===== config.mk =====
export PLATFORM = sky130hd
export DESIGN_NAME = sfx_scheduler
export DESIGN_NICKNAME = d
export VERILOG_FILES = /design/src/rtl/sfx_scheduler.sv
export SDC_FILE = /design/constraint.sdc
export NUM_CORES = 1
export LEC_CHECK = 0
export ABC_AREA = 1
export CAP_MARGIN = 10
export CELL_PAD_IN_SITES_DETAIL_PLACEMENT = 1
export CELL_PAD_IN_SITES_GLOBAL_PLACEMENT = 1
export CORE_MARGIN = 2
export CORE_UTILIZATION = 35
export CTS_BUF_LIST = sky130_fd_sc_hd__clkbuf_8
export CTS_CLUSTER_SIZE = 20
export DETAILED_ROUTE_END_ITERATION = 6
export GPL_TIMING_DRIVEN = 0
export HOLD_SLACK_MARGIN = 0.05
export PLACE_DENSITY = 0.68
export SLEW_MARGIN = 20
export SYNTH_ARGS = -nofsm -noshare
export SYNTH_HDL_FRONTEND = slang
export SYNTH_SLANG_ARGS = --single-unit
export TNS_END_PERCENT = 30

===== constraint.sdc =====
create_clock -name CLK100MHZ -period 2.2 [get_ports CLK100MHZ]
set_clock_uncertainty 0.2 [all_clocks]
set_input_delay 0.44 -clock CLK100MHZ [delete_from_list [all_inputs] [get_ports CLK100MHZ]]
set_output_delay 0.44 -clock CLK100MHZ [all_outputs]
set_load 0.005 [all_outputs]

===== src/rtl/sfx_scheduler.sv =====
// sfx_scheduler
//   Shares one square-wave tone generator among three sound effects
//   (jump, score, death). Rising edges on the request levels are latched as
//   pending bits. In IDLE the highest-priority pending effect (death > score >
//   jump) is granted. While an effect plays, its half-period is reloaded every
//   STEP_CYCLES clocks:
//     - jump:  steps down by JUMP_DELTA
//     - score: halves each step
//     - death: steps up by DEATH_DELTA
//   A death edge preempts a playing jump or score. Every natural finish is
//   followed by a one-cycle GAP with the tone off.
//
//   Each effect spends its *_STEPS steps of STEP_CYCLES clocks at successive
//   periods. The update that follows the last step is still applied, so the
//   held half-period after the effect ends is the next value in the sweep.
//
// Ports
//   CLK100MHZ         in   system clock
//   reset             in   synchronous reset, active high
//   jump              in   jump request level (rising edge requests)
//   score             in   score request level (rising edge requests)
//   isdead            in   death level (rising edge requests)
//   mute              in   forces tone_en low; sequencing is unaffected
//   tone_en           out  tone generator enable (busy & ~mute)
//   tone_half_period  out  half-period in clock cycles
//   active_sfx        out  0 none, 1 jump, 2 score, 3 death
//   busy              out  high while an effect is playing
//   sfx_done          out  one-cycle pulse on natural completion of an effect
module sfx_scheduler #(
  parameter int unsigned STEP_CYCLES = 2500000,
  parameter int unsigned JUMP_START  = 100000,
  parameter int unsigned JUMP_DELTA  = 1280,
  parameter int unsigned JUMP_STEPS  = 8,
  parameter int unsigned SCORE_START = 60000,
  parameter int unsigned SCORE_STEPS = 2,
  parameter int unsigned DEATH_START = 200000,
  parameter int unsigned DEATH_DELTA = 2560,
  parameter int unsigned DEATH_STEPS = 16,
  parameter int unsigned MIN_PERIOD  = 1000
) (
  input  logic        CLK100MHZ,
  input  logic        reset,
  input  logic        jump,
  input  logic        score,
  input  logic        isdead,
  input  logic        mute,
  output logic        tone_en,
  output logic [23:0] tone_half_period,
  output logic [1:0]  active_sfx,
  output logic        busy,
  output logic        sfx_done
);

  localparam int unsigned TW = $clog2(STEP_CYCLES);
  localparam int unsigned SW = 16;

  localparam logic [TW-1:0] TIMER_LAST = TW'(STEP_CYCLES - 1);

  localparam logic [1:0] ST_IDLE = 2'd0;
  localparam logic [1:0] ST_PLAY = 2'd1;
  localparam logic [1:0] ST_GAP  = 2'd2;

  localparam logic [1:0] SFX_NONE  = 2'd0;
  localparam logic [1:0] SFX_JUMP  = 2'd1;
  localparam logic [1:0] SFX_SCORE = 2'd2;
  localparam logic [1:0] SFX_DEATH = 2'd3;

  localparam logic [23:0] MIN_P         = 24'(MIN_PERIOD);
  localparam logic [23:0] JUMP_DELTA_P  = 24'(JUMP_DELTA);
  localparam logic [24:0] DEATH_DELTA_W = 25'(DEATH_DELTA);
  // Below this value a jump subtraction would cross the floor (or underflow).
  localparam logic [24:0] JUMP_FLOOR_W  = 25'(MIN_PERIOD) + 25'(JUMP_DELTA);

  // Request vector order: bit 2 death, bit 1 score, bit 0 jump.
  logic [2:0]    req_q, req_d;
  logic [2:0]    pend_q, pend_d;
  logic [2:0]    fire;
  logic [1:0]    state_q, state_d;
  logic [1:0]    active_q, active_d;
  logic [23:0]   period_q, period_d;
  logic [SW-1:0] steps_q, steps_d;
  logic [TW-1:0] timer_q, timer_d;
  logic          done_q, done_d;

  logic          load_en;
  logic [1:0]    load_sel;
  logic [23:0]   next_period;
  logic [24:0]   death_sum;
  logic [23:0]   score_half;

  assign fire       = {isdead, score, jump} & ~req_q;
  assign death_sum  = {1'b0, period_q} + DEATH_DELTA_W;
  assign score_half = period_q >> 1;

  // Period after one sweep step of the effect currently playing.
  always_comb begin
    // NOTE: every signal driven here gets a default first so no path leaves
    // it unassigned; that is what keeps synthesis from inferring a latch.
    next_period = period_q;
    case (active_q)
      SFX_JUMP:  next_period = ({1'b0, period_q} < JUMP_FLOOR_W) ? MIN_P
                                                                 : period_q - JUMP_DELTA_P;
      SFX_SCORE: next_period = (score_half < MIN_P) ? MIN_P : score_half;
      SFX_DEATH: next_period = death_sum[24] ? 24'hFF_FFFF : death_sum[23:0];
      default:   next_period = period_q;
    endcase
  end

  always_comb begin
    state_d  = state_q;
    req_d    = {isdead, score, jump};
    pend_d   = pend_q | fire;
    active_d = active_q;
    period_d = period_q;
    steps_d  = steps_q;
    timer_d  = timer_q;
    done_d   = 1'b0;
    load_en  = 1'b0;
    load_sel = SFX_NONE;

    case (state_q)
      ST_IDLE: begin
        // Grant from the pending bits registered earlier; an edge arriving in
        // this same cycle is only latched and waits for the next arbitration.
        if (pend_q[2]) begin
          load_en   = 1'b1;
          load_sel  = SFX_DEATH;
          pend_d[2] = fire[2];
        end else if (pend_q[1]) begin
          load_en   = 1'b1;
          load_sel  = SFX_SCORE;
          pend_d[1] = fire[1];
        end else if (pend_q[0]) begin
          load_en   = 1'b1;
          load_sel  = SFX_JUMP;
          pend_d[0] = fire[0];
        end
        if (load_en) state_d = ST_PLAY;
      end

      ST_PLAY: begin
        if (fire[2] && (active_q != SFX_DEATH)) begin
          // Death preempts: the running effect is dropped, not re-queued,
          // and the death edge is consumed rather than left pending.
          load_en   = 1'b1;
          load_sel  = SFX_DEATH;
          pend_d[2] = pend_q[2];
        end else if (timer_q == TIMER_LAST) begin
          timer_d  = '0;
          period_d = next_period;
          if (steps_q == SW'(1)) begin
            state_d  = ST_GAP;
            active_d = SFX_NONE;
            done_d   = 1'b1;
          end else begin
            steps_d = steps_q - SW'(1);
          end
        end else begin
          timer_d = timer_q + TW'(1);
        end
      end

      ST_GAP: state_d = ST_IDLE;

      default: state_d = ST_IDLE;
    endcase

    if (load_en) begin
      active_d = load_sel;
      timer_d  = '0;
      case (load_sel)
        SFX_JUMP: begin
          period_d = 24'(JUMP_START);
          steps_d  = SW'(JUMP_STEPS);
        end
        SFX_SCORE: begin
          period_d = 24'(SCORE_START);
          steps_d  = SW'(SCORE_STEPS);
        end
        default: begin
          period_d = 24'(DEATH_START);
          steps_d  = SW'(DEATH_STEPS);
        end
      endcase
    end
  end

  always_ff @(posedge CLK100MHZ) begin
    // NOTE: state registers use non-blocking assignments so every register
    // samples the pre-edge values, independent of statement order.
    if (reset) begin
      state_q  <= ST_IDLE;
      req_q    <= '0;
      pend_q   <= '0;
      active_q <= SFX_NONE;
      period_q <= '0;
      steps_q  <= '0;
      timer_q  <= '0;
      done_q   <= 1'b0;
    end else begin
      state_q  <= state_d;
      req_q    <= req_d;
      pend_q   <= pend_d;
      active_q <= active_d;
      period_q <= period_d;
      steps_q  <= steps_d;
      timer_q  <= timer_d;
      done_q   <= done_d;
    end
  end

  assign busy             = (state_q == ST_PLAY);
  assign tone_en          = busy & ~mute;
  assign tone_half_period = period_q;
  assign active_sfx       = active_q;
  assign sfx_done         = done_q;

endmodule


==> metrics.md, run 1 <==
| Metric | Value |
|---|---|
| Outcome | complete, no violations |
| Met3 wire length | between 300 and 400 um |
| Post-Synth Adder-Cell Area | around 3.2% |
| Hpwl dp | 12.63 mm |
| Asr flop ratio synth | 0% |
| PD cells | ~910 nW/um^2 |
| Reg-to-Reg End | tone_half_period[19]$_SDFFE_PP0P_ |
| Placed instance area | roughly 5700 um^2 |
| Max stage delay on crit path | approximately 370 ps |
| CP max FO | 6 |
| Number of synthesized register bits | 73 |
| Finished Cell Area | around 6400 um^2 |
| Top-area cell type share of the netlist area | roughly 28% |
| Min Tclk post-route | ~2200 ps |
| Crit-path most repeated cell | nand3_4 |
| Cells after Synth | a little under 800 |
| Switch share | 44.79% |
| RSZ-0062 raised after global routing | true |
| Die Height | 125.3 um |
| Worst Hold Class | input pin to flip-flop |
| WL met1 | 7.840 mm |
| Mean Syn Cell Area | roughly 6.5 um^2 |
| CTS max path bufs | 2 |
| Root Buffer | clkbuf_8 |
| Largest family of logic cells by synthesized area | simple AND/OR/NAND/NOR gates |
| Synth Flop Type | dfxtp_1 |
| Post-synth top cells | nand2_1 (180), nor2_1 (110), inv_1 (82), dfxtp_1 (73), nand3_1 (66) |
| Max Clock Freq | roughly 0.46 GHz |
| Synth Area in Simple Gates | roughly 40% |
| Sw power | 2.591 mW |
| Worst-margin pin slew | 723.6 ps |
| HP Start | isdead |
| Post-Syn Area | 5146 um^2 |
| Slowest-stage cell, CP | dfxtp_4 |
| Initial DRC count | between 150 and 200 |
| Layout cells sized above 1 | 19.88% |
| Drt wl/cell | ~16 um |
| Initial core utilization | 35.68% |
| Hold depth | 3 |
| XOR/XNOR Fraction of Synth Area | roughly 4.8% |
| Dominant cells by area after synthesis | dfxtp_1 (28%), nand2_1 (13%), nor2_1 (8.0%), nand3_1 (6.4%), a21oi_1 (6.0%) |
| Req. time, crit path | about 2300 ps |
| GP Congestion | 0.8852 |
| Core area | approximately 14000 um^2 |
| Static leakage | ~2.6 nW |
| CTS tree | done |
| R2R setup slack | 50 ps |
| Reg2reg path depth | 11 |
| # hold bufs at CTS | 0 |
| Post-synth EDFFs | 0 |
| H-tree levels | 3 |
| Final WL | about 17 mm |
| Num CTS Buffers | 9 |
| Synth cell types | between 40 and 50 |
| CP endpoint kind | flip-flop |
| Synth warn | 0 |
| R2R Path Start | active_sfx[0]$_SDFFE_PP0P_ |
| Die footprint | about 16000 um^2 |
| Critical-path cell list | ha_4, buf_6, inv_8, nand3_4, nand2_8, clkinv_8, o21ai_4, nand3_4, nor2_4, nand3_2, a21oi_2 |
| Dominant cell type by area after synthesis | dfxtp_1 |
| Largest net degree at the start of global routing | 12 |
| Vias per Instance | 5.072 |
| Area of the multi-input gates | between 3000 and 4000 um^2 |
| Wire length of the first global-routing pass | between 20 and 30 mm |
| Seq/Total Area, Yosys | 28.40% |
| Gr ovfl total | 0 |
| CTS clk-pin slew, worst paths | roughly 80 ps |
| IO Pins | 35 |
| Slew Limit Fails | 0 |
| Number of global-route vias before repair | between 5k and 6k |
| Proportion of power drawn by combinational gates | 52.7% |
| GRT Overall Usage | 21.51% |
| Final number of setup-violating endpoints | 0 |
| Arrival time worst endpoint | ~2300 ps |
| Clock Latency Late Sink | 380 ps |
| Synth-to-Final Area Change | 23.85% |
| Post-Syn Nets | roughly 800 |
| Worst setup SP type | flip-flop |
| Count leader, synth | nand2_1 |
| ANT nets after route | 0 |
| Mux contribution to synthesized area | 0% |
| VDD IR-drop max | 0.0003540 V |
| FF/Latch Area | 1485 um^2 |
| Fillcell total | between 1.5k and 2k |
| Type of the worst setup path | flip-flop to flip-flop |
| Final Cycle Share | 97.80% |
| Max-cap violations | 0 |
| DRC errors left | 0 |
| Uppermost layer routed | met4 |
| Nets | slightly below 900 |
| Slew margin rel. | 51.76% |
| Sink Count | 73 |
| Fin. Hold Viols | 0 |
| Pint | 3.193 mW |
| First-pass iteration count of the detailed router | 4 |
| Via count | 5295 |
| Clk pwr share | 19.2% |
| Hold Path Sink | req_q[2]$_SDFF_PP0_ |
| Number of core rows | 44 |
| WL met2 | around 8.3 mm |
| Seq pwr share | about 28% |
| Die Width | 125.3 um |
| Complex-gate fraction of the synthesized area | about an eighth |
| Initial antenna violation count | 0 |
| Port bufs | 33 |
| Ant. Diodes | 0 |
| Final core occ | between 40% and 50% |
stage by stage:
stage | TNS, ps | hold WS [ps] | worst slack (ps) | cells | power, mW
4_1_cts | -95.44 | 220.6 | -35.27 | 1027 | 5.645
2_1_floorplan | 0 | 199.8 | 184.8 | 792 | 3.590
6_report | 0 | 123.0 | 48.40 | 1044 | 5.784
3_3_place_gp | -11930 | 202.5 | -465.4 | 1009 | 4.328
3_5_place_dp | -13880 | 210.9 | -481.5 | 1009 | 4.383
5_1_grt | -251.4 | 127.8 | -36.29 | 1044 | 6.260
sequential cells by signal, indices dropped and copies added, names as in the netlist:
| name | cells |
|---|---|
| timer_q | 22 |
| sfx_done | 1 |
| state_q | 2 |
| steps_q | 16 |
| pend_q | 3 |
| tone_half_period | 24 |
| req_q | 3 |
| active_sfx | 2 |
repair_timing:
action / in CTS / in global routing
pin swaps: 3 / 17
gates cloned: 0 / 1
gates resized for setup: 31 / 54
setup endpoints to repair: 36 / 51
setup buffers: 3 / 16
logic make-up after synthesis:
kind of cell               count (synthesis)
and+or+nand+nor                          444
buffers and inverters                    120
AOI/OAI and AO/OA                        114
DFF                                       73
xor gates and xnor gates                  28
adders and majority gates                 13
layer usage:
metal | vias to the layer above | GRT usage (%)
met1 | 2530 | 26.70
met2 | 67 | 38.14
met4 | 0 | 7.647
met5 | - | 0
met3 | 27 | 2.867
li1 | 2671 | -
power by group through the flow:
stage | Clock [mW] | Combinational (mW) | Sequential [mW]
floorplan | 0 | 1.99 | 1.60
global placement | 0 | 2.69 | 1.64
detailed placement | 0 | 2.74 | 1.64
CTS | 1.14 | 2.88 | 1.62
global route | 1.20 | 3.41 | 1.65
finish | 1.11 | 3.05 | 1.63
worst max-delay path: cells and delay by family, from the launching register on:
family	cells	cell delay, ps
fa+ha+maj	1	150
flops	1	370
simple gates	5	820
compound gates	2	250
buf+inv	3	290
how the worst max path moves through the flow:
stage | startpoint | endpoint | slack (ps)
4_1_cts | active_sfx[0]$_SDFFE_PP0P_ | timer_q[16]$_SDFFE_PP0P_ | -40
3_3_place_gp | tone_half_period[9]$_SDFFE_PP0P_ | tone_half_period[19]$_SDFFE_PP0P_ | -470
3_5_place_dp | tone_half_period[9]$_SDFFE_PP0P_ | tone_half_period[19]$_SDFFE_PP0P_ | -480
5_1_grt | active_sfx[0]$_SDFFE_PP0P_ | timer_q[20]$_SDFFE_PP0P_ | -40
2_1_floorplan | active_sfx[1]$_SDFFE_PP0P_ | tone_half_period[17]$_SDFFE_PP0P_ | 180
6_report | active_sfx[0]$_SDFFE_PP0P_ | tone_half_period[19]$_SDFFE_PP0P_ | 50
layout by cell type (no fill, tap or decap), types with 12 or more instances in the layout:
cell	count
nand2_1	177
nor2_1	103
inv_1	76
dfxtp_1	64
nand3_1	59
a21oi_1	56
clkdlybuf4s50_1	30
o21ai_0	28
nor3_1	22
buf_4	20
xor2_1	19
nand2_2	17
nor2_4	14
inv_2	12
layout make-up:
type	count	area share (%)
Sequential cell	73	23.30
Buffer	29	3.357
Clock inverter	4	0.6871
Tap cell	184	3.612
Inverter	91	5.752
Clock buffer	11	2.375
Timing Repair Buffer	52	8.127
Multi-Input combinational cell	600	52.79
No activity file was read; power rests on OpenSTA's default activity.
==> inputs of run 2 (changes only) <==
MAX_ROUTING_LAYER = met4   (was default)
==> run 2 against run 1 <==
  * Global-route usage increased by 1.2 points
  * Utilization is 0.069 points lower
  * Sequential share of layout area about the same
  * Via count down 0.13%
  * Sequential cell count unchanged
  * First-iteration DRC count up 1.6%
  * Routed wire length grew 1.3%
  * Largest power group unchanged
==> metrics.md, run 2 (synthesis results as in run 1) <==
| Metric | Value |
|---|---|
| CP max FO | 10 (was 6) |
| GRT Overall Usage | 22.67% (was 21.51%) |
| Sw power | 2.646 mW (was 2.591 mW) |
| Via count | 5288 (was 5295) |
| Initial core utilization | 35.68% (unchanged) |
| Worst setup SP type | flip-flop (unchanged) |
| Max-cap violations | 0 (unchanged) |
| Slew Limit Fails | 0 (unchanged) |
| Die footprint | 15690 um^2 (unchanged) |
| Pint | 3.218 mW (was 3.193 mW) |
| Switch share | 45.13% (was 44.79%) |
| CTS clk-pin slew, worst paths | 80 ps (about the same) |
| Port bufs | 33 (unchanged) |
| First-pass iteration count of the detailed router | 4 (unchanged) |
| Largest net degree at the start of global routing | 13 (was 12) |
| IO Pins | 35 (unchanged) |
| Total power | 5.864 mW (was 5.784 mW) |
| GP Congestion | 0.9019 (was 0.8852) |
| Fin. Hold Viols | 0 (unchanged) |
| Wire length of the first global-routing pass | 27.95 mm (was 27.56 mm) |
| FF/Latch Area | 1485 um^2 (unchanged) |
| RSZ-0062 raised after global routing | true (unchanged) |
| CTS tree | done (unchanged) |
| Drt wl/cell | 16.38 um (was 16.15 um) |
| Arrival time worst endpoint | 2170 ps (was 2250 ps) |
| Die Height | 125.3 um (unchanged) |
| Synth-to-Final Area Change | 23.66% (was 23.85%) |
| CTS max path bufs | 2 (unchanged) |
| Slew margin rel. | 54.14% (was 51.76%) |
| Initial DRC count | 186 (was 183) |
| Number of core rows | 44 (unchanged) |
| Initial antenna violation count | 0 (unchanged) |
| Max Clock Freq | 0.4774 GHz (was 0.4648 GHz) |
| Worst-margin pin slew | 687.9 ps (was 723.6 ps) |
| Clk pwr share | 19.4% (was 19.2%) |
| Final Cycle Share | 95.21% (was 97.80%) |
| Number of global-route vias before repair | 5593 (was 5551) |
| Most frequent cells in the layout | nand2_1 (177), nor2_1 (100), inv_1 (76) (was nand2_1 (177), nor2_1 (103), inv_1 (76)) |
| Num CTS Buffers | 9 (unchanged) |
| VDD IR-drop max | 0.0003250 V (was 0.0003540 V) |
| Outcome | complete, no violations (unchanged) |
| Most common cell after layout, fill and taps aside | nand2_1 (unchanged) |
| H-tree levels | 3 (unchanged) |
| Seq pwr share | 27.8% (was 28.1%) |
| Proportion of power drawn by combinational gates | 52.8% (was 52.7%) |
| Type of the worst setup path | flip-flop to flip-flop (unchanged) |
| PD cells | 921.5 nW/um^2 (was 907.5 nW/um^2) |
| Area of the multi-input gates | 3381 um^2 (was 3364 um^2) |
| Number of flip-flops in the largest register | 24 (unchanged) |
| Min Tclk post-route | 2095 ps (was 2152 ps) |
| Final WL | 17.09 mm (was 16.87 mm) |
| CP endpoint kind | flip-flop (unchanged) |
| DRC errors left | 0 (unchanged) |
| Die Width | 125.3 um (unchanged) |
| Hpwl dp | 12.65 mm (was 12.63 mm) |
| Sink Count | 73 (unchanged) |
| Placed Instances | 1009 (unchanged) |
| Root Buffer | clkbuf_8 (unchanged) |
| Worst Hold Class | flip-flop to flip-flop (was input pin to flip-flop) |
| Core area | 14420 um^2 (unchanged) |
| Fillcell total | 1896 (was 1891) |
| Ant. Diodes | 0 (unchanged) |
| Vias per Instance | 5.070 (was 5.072) |
| Static leakage | 2.602 nW (was 2.608 nW) |
| Fin cells | 1043 (was 1044) |
| Gr ovfl total | 0 (unchanged) |
| ANT nets after route | 0 (unchanged) |
| Req. time, crit path | 2280 ps (was 2300 ps) |
| Hold slack | 218.4 ps (was 123.0 ps) |
| Nets | 874 (was 875) |
| Clock Latency Late Sink | 380 ps (about the same) |
| Final number of setup-violating endpoints | 0 (unchanged) |
| Layout cells sized above 1 | 20.49% (was 19.88%) |
## run 2: cell types whose count changed in the layout (fill, tap and decap cells not counted), moves of 3 or more
cell and delta:
o21ai_0 -4, nor2_1 -3, nor2_4 +3, o21ai_1 +4
## run 2: worst max-delay path, stage by stage (launching register included)
cell,delay [ps]
dfxtp_4,360
ha_2,180
buf_6,130
buf_4,130
nor2_4,240
clkbuf_4,300
nand3_1,100
nand3_1,80
nand2_1,60
a21oi_1,200
## run 2: what timing repair did
item                                    in CTS  in global routing
pin swaps                                    8                 13
setup buffers                                9                  9
resized for setup                           35                 58
gates cloned                                 0                  1
hold buffers                                 0                  0
endpoints found under the setup margin      36                 53
## run 2: power by group through the flow
stage               clock network [mW]  logic, mW  registers, mW
floorplan                            0       1.99           1.60
global placement                     0       2.70           1.64
detailed placement                   0       2.75           1.64
CTS                               1.19       2.88           1.62
global route                      1.23       3.44           1.65
finish                            1.14       3.10           1.63
## run 2: layout make-up
cell class	instances	area share [%]
buffer	29	3.382
clock buffer	11	2.379
clock inverter	4	0.8061
inverter	91	5.682
multi-input combinational	600	53.13
sequential	73	23.34
tap	184	3.618
timing repair buffer	51	7.668
## run 2: worst paths after layout
check | startpoint | end | slack [ps] | cells after the start
worst max-delay path | active_sfx[0]$_SDFFE_PP0P_ | tone_half_period[16]$_SDFFE_PP0P_ | 110 | 9
worst min-delay path | req_q[0]$_SDFF_PP0_ | pend_q[0]$_SDFF_PP0_ | 220 | 1
worst max register to register | active_sfx[0]$_SDFFE_PP0P_ | tone_half_period[16]$_SDFFE_PP0P_ | 110 | 9
worst min register to register | req_q[0]$_SDFF_PP0_ | pend_q[0]$_SDFF_PP0_ | 220 | 1
## run 2: through the flow
step / worst slack (ps) / TNS, ps / util, % / area (um^2)
6_report: 105.4 / 0 / 44.12 / 6364
3_3_place_gp: -471.3 / -12170 / 39.56 / 5707
5_1_grt: -19.90 / -152.6 / 44.12 / 6364
4_1_cts: -20.05 / -24.61 / 42.10 / 6072
2_1_floorplan: 184.8 / 0 / - / 5146
3_5_place_dp: -514.5 / -13420 / 39.56 / 5707
## run 2: layer usage
metal | share of wire (%) | global-route usage, % | up-vias | wire, um
li1 | - | - | 2671 | -
met1 | 45 | 27.38 | 2512 | 7716
met2 | 49 | 38.75 | 81 | 8398
met3 | 3.3 | 2.396 | 24 | 558
met4 | 2.4 | 9.085 | 0 | 412
met5 | 0 | - | - | 0
==> inputs of run 3 (changes only) <==
CORE_ASPECT_RATIO = 0.75   (was default)
SKIP_CTS_REPAIR_TIMING = 1   (was default)
==> run 3 against run 2 <==
  * Fmax is 4.8% lower
  * Combinational power hardly changed
  * First-iteration DRC count grew 89%
  * Register-to-register slack got worse by 100 ps
  * Count of clock-buffer cells in the layout fell by 1
==> metrics.md, run 3 (synthesis results as in run 1) <==
| Metric | Value |
|---|---|
| Outcome | complete, no violations (unchanged) |
| Initial DRC count | 351 (was 186) |
| First-pass iteration count of the detailed router | 5 (was 4) |
| Max-cap violations | 0 (unchanged) |
| CTS clk-pin slew, worst paths | 80 ps (about the same) |
| Layout cells sized above 1 | 20.02% (was 20.49%) |
| Initial core utilization | 35.72% (was 35.68%) |
| Most common cell after layout, fill and taps aside | nand2_1 (unchanged) |
| CP endpoint kind | flip-flop (unchanged) |
| Gr ovfl total | 0 (unchanged) |
| Number of flip-flops in the largest register | 24 (unchanged) |
| Drt wl/cell | 16.49 um (was 16.38 um) |
| Clock Latency Late Sink | 380 ps (about the same) |
| Static leakage | 2.627 nW (was 2.602 nW) |
| Max Clock Freq | 0.4547 GHz (was 0.4774 GHz) |
| Proportion of power drawn by combinational gates | 52.9% (was 52.8%) |
| Largest net degree at the start of global routing | 14 (was 13) |
| Ant. Diodes | 0 (unchanged) |
| Req. time, crit path | 2270 ps (was 2280 ps) |
| H-tree levels | 3 (unchanged) |
| Min Tclk post-route | 2199 ps (was 2095 ps) |
| Hpwl dp | 13.17 mm (was 12.65 mm) |
| IO Pins | 35 (unchanged) |
| Placed instance area | 5727 um^2 (was 5707 um^2) |
| Final number of setup-violating endpoints | 0 (unchanged) |
| Critical-path cell list | ha_1, buf_6, inv_8, nand2_1, nand2_4, buf_12, nor2_4, nand3_1, nor4_1, nand2_1, nand2_1, a21oi_1 (was ha_2, buf_6, buf_4, nor2_4, clkbuf_4, nand3_1, nand3_1, nand2_1, a21oi_1) |
| Wire length of the first global-routing pass | 28.08 mm (was 27.95 mm) |
| Largest delay contributor family on the critical path | simple AND/OR/NAND/NOR gates (was buffers and inverters) |
| Sw power | 2.685 mW (was 2.646 mW) |
| CTS tree | done (unchanged) |
| Synth-to-Final Area Change | 24.63% (was 23.66%) |
| Setup Total Neg Slack | 0 ps (unchanged) |
| Die footprint | 15700 um^2 (was 15690 um^2) |
| Arrival time worst endpoint | 2270 ps (was 2170 ps) |
| Hold slack | 225.8 ps (was 218.4 ps) |
| GP Congestion | 0.8802 (was 0.9019) |
| Initial antenna violation count | 0 (unchanged) |
| Max stage delay on crit path | 380 ps (was 360 ps) |
| Pint | 3.199 mW (was 3.218 mW) |
| Num CTS Buffers | 9 (unchanged) |
| Total power | 5.884 mW (was 5.864 mW) |
| Finished Cell Area | 6414 um^2 (was 6364 um^2) |
| Number of core rows | 38 (was 44) |
| Worst-margin pin slew | 799.4 ps (was 687.9 ps) |
| Clk pwr share | 19.5% (was 19.4%) |
| GRT Overall Usage | 23.89% (was 22.67%) |
| Seq pwr share | 27.7% (was 27.8%) |
| Die Width | 144.0 um (was 125.3 um) |
| PD cells | 917.4 nW/um^2 (was 921.5 nW/um^2) |
| DRC errors left | 0 (unchanged) |
| Worst Hold Class | flip-flop to flip-flop (unchanged) |
| Number of global-route vias before repair | 5279 (was 5593) |
| Via count | 5384 (was 5288) |
| Slew margin rel. | 46.71% (was 54.14%) |
| Slowest-stage cell, CP | dfxtp_4 (unchanged) |
| CTS max path bufs | 2 (unchanged) |
| Fin. Hold Viols | 0 (unchanged) |
| Worst setup SP type | flip-flop (unchanged) |
| Root Buffer | clkbuf_8 (unchanged) |
| Final Cycle Share | 99.97% (was 95.21%) |
| CP max FO | 5 (was 10) |
| Fillcell total | 1872 (was 1896) |
| Vias per Instance | 5.060 (was 5.070) |
| Die Height | 109.0 um (was 125.3 um) |
| Crit-path most repeated cell | nand2_1 (was nand3_1) |
| Type of the worst setup path | flip-flop to flip-flop (unchanged) |
| Nets | 878 (was 874) |
| Core area | 14410 um^2 (was 14420 um^2) |
| Port bufs | 33 (unchanged) |
| VDD IR-drop max | 0.0003700 V (was 0.0003250 V) |
| Most frequent cells in the layout | nand2_1 (178), nor2_1 (100), inv_1 (78) (was nand2_1 (177), nor2_1 (100), inv_1 (76)) |
| Sink Count | 73 (unchanged) |
| RSZ-0062 raised after global routing | true (unchanged) |
| Final WL | 17.55 mm (was 17.09 mm) |
| Switch share | 45.63% (was 45.13%) |
| ANT nets after route | 0 (unchanged) |
| WP buf/inv | 3 (unchanged) |
| Slew Limit Fails | 0 (unchanged) |
run 3: cell types whose count changed in the layout (fill, tap and decap cells not counted), sizes merged:
| cell | delta |
|---|---|
| buf | +6 |
| clkbuf | -2 |
| clkinv | +2 |
| dlygate4sd2 | -2 |
| clkdlybuf4s50 | +1 |
| dlymetal6s2s | +1 |
| nor2 | -1 |
run 3: power groups by stage:
stage	combinational [mW]	sequential [mW]	clock [mW]
final	3.11	1.63	1.15
after floorplan	1.99	1.60	0
after global routing	3.46	1.65	1.24
after CTS	2.78	1.61	1.19
after detailed placement	2.76	1.64	0
after global placement	2.71	1.64	0
run 3: worst paths after layout:
kind	slack [ps]	depth (start not counted)	endpoint	startpoint
min	230	1	pend_q[0]$_SDFF_PP0_	req_q[0]$_SDFF_PP0_
max	0.7	12	timer_q[17]$_SDFFE_PP0P_	active_sfx[1]$_SDFFE_PP0P_
min reg2reg	230	1	pend_q[0]$_SDFF_PP0_	req_q[0]$_SDFF_PP0_
max reg2reg	0.7	12	timer_q[17]$_SDFFE_PP0P_	active_sfx[1]$_SDFFE_PP0P_
run 3: worst register-to-register path, stage by stage, from the launching register on:
cell and delay, ps:
dfxtp_4 380, ha_1 160, buf_6 140, inv_8 50, nand2_1 100, nand2_4 100, buf_12 150, nor2_4 120
nand3_1 150, nor4_1 320, nand2_1 110, nand2_1 80, a21oi_1 40
run 3: stage by stage:
| stage | std cells | utilization (%) | worst slack (ps) |
|---|---|---|---|
| 2_1_floorplan | 792 | - | 184.8 |
| 3_3_place_gp | 1025 | 39.75 | -474.6 |
| 3_5_place_dp | 1025 | 39.75 | -504.8 |
| 4_1_cts | 1041 | 41.18 | -512.2 |
| 5_1_grt | 1064 | 44.52 | -107.2 |
| 6_report | 1064 | 44.52 | 0.6786 |
run 3: area by class of cell:
| type | count | area, um^2 | share of cell area [%] |
|---|---|---|---|
| clock inverters | 6 | 67.56 | 1.053 |
| well taps | 200 | 250.2 | 3.902 |
| multi-input cells | 599 | 3346 | 52.17 |
| repair buffers | 56 | 536.8 | 8.369 |
| plain buffers | 29 | 220.2 | 3.433 |
| flip-flops and latches | 73 | 1484 | 23.14 |
| inverters | 91 | 371.6 | 5.794 |
| clock buffers | 10 | 137.6 | 2.146 |
run 3: routing by layer:
metal	GRT usage (%)	share of wire, %	routed length (um)	vias to the layer above
met4	6.022	1.4	252	0
met3	4.172	4.6	813	21
met2	34.80	43	7537	105
li1	-	-	-	2682
met1	34.20	51	8944	2576
met5	-	0	0	-
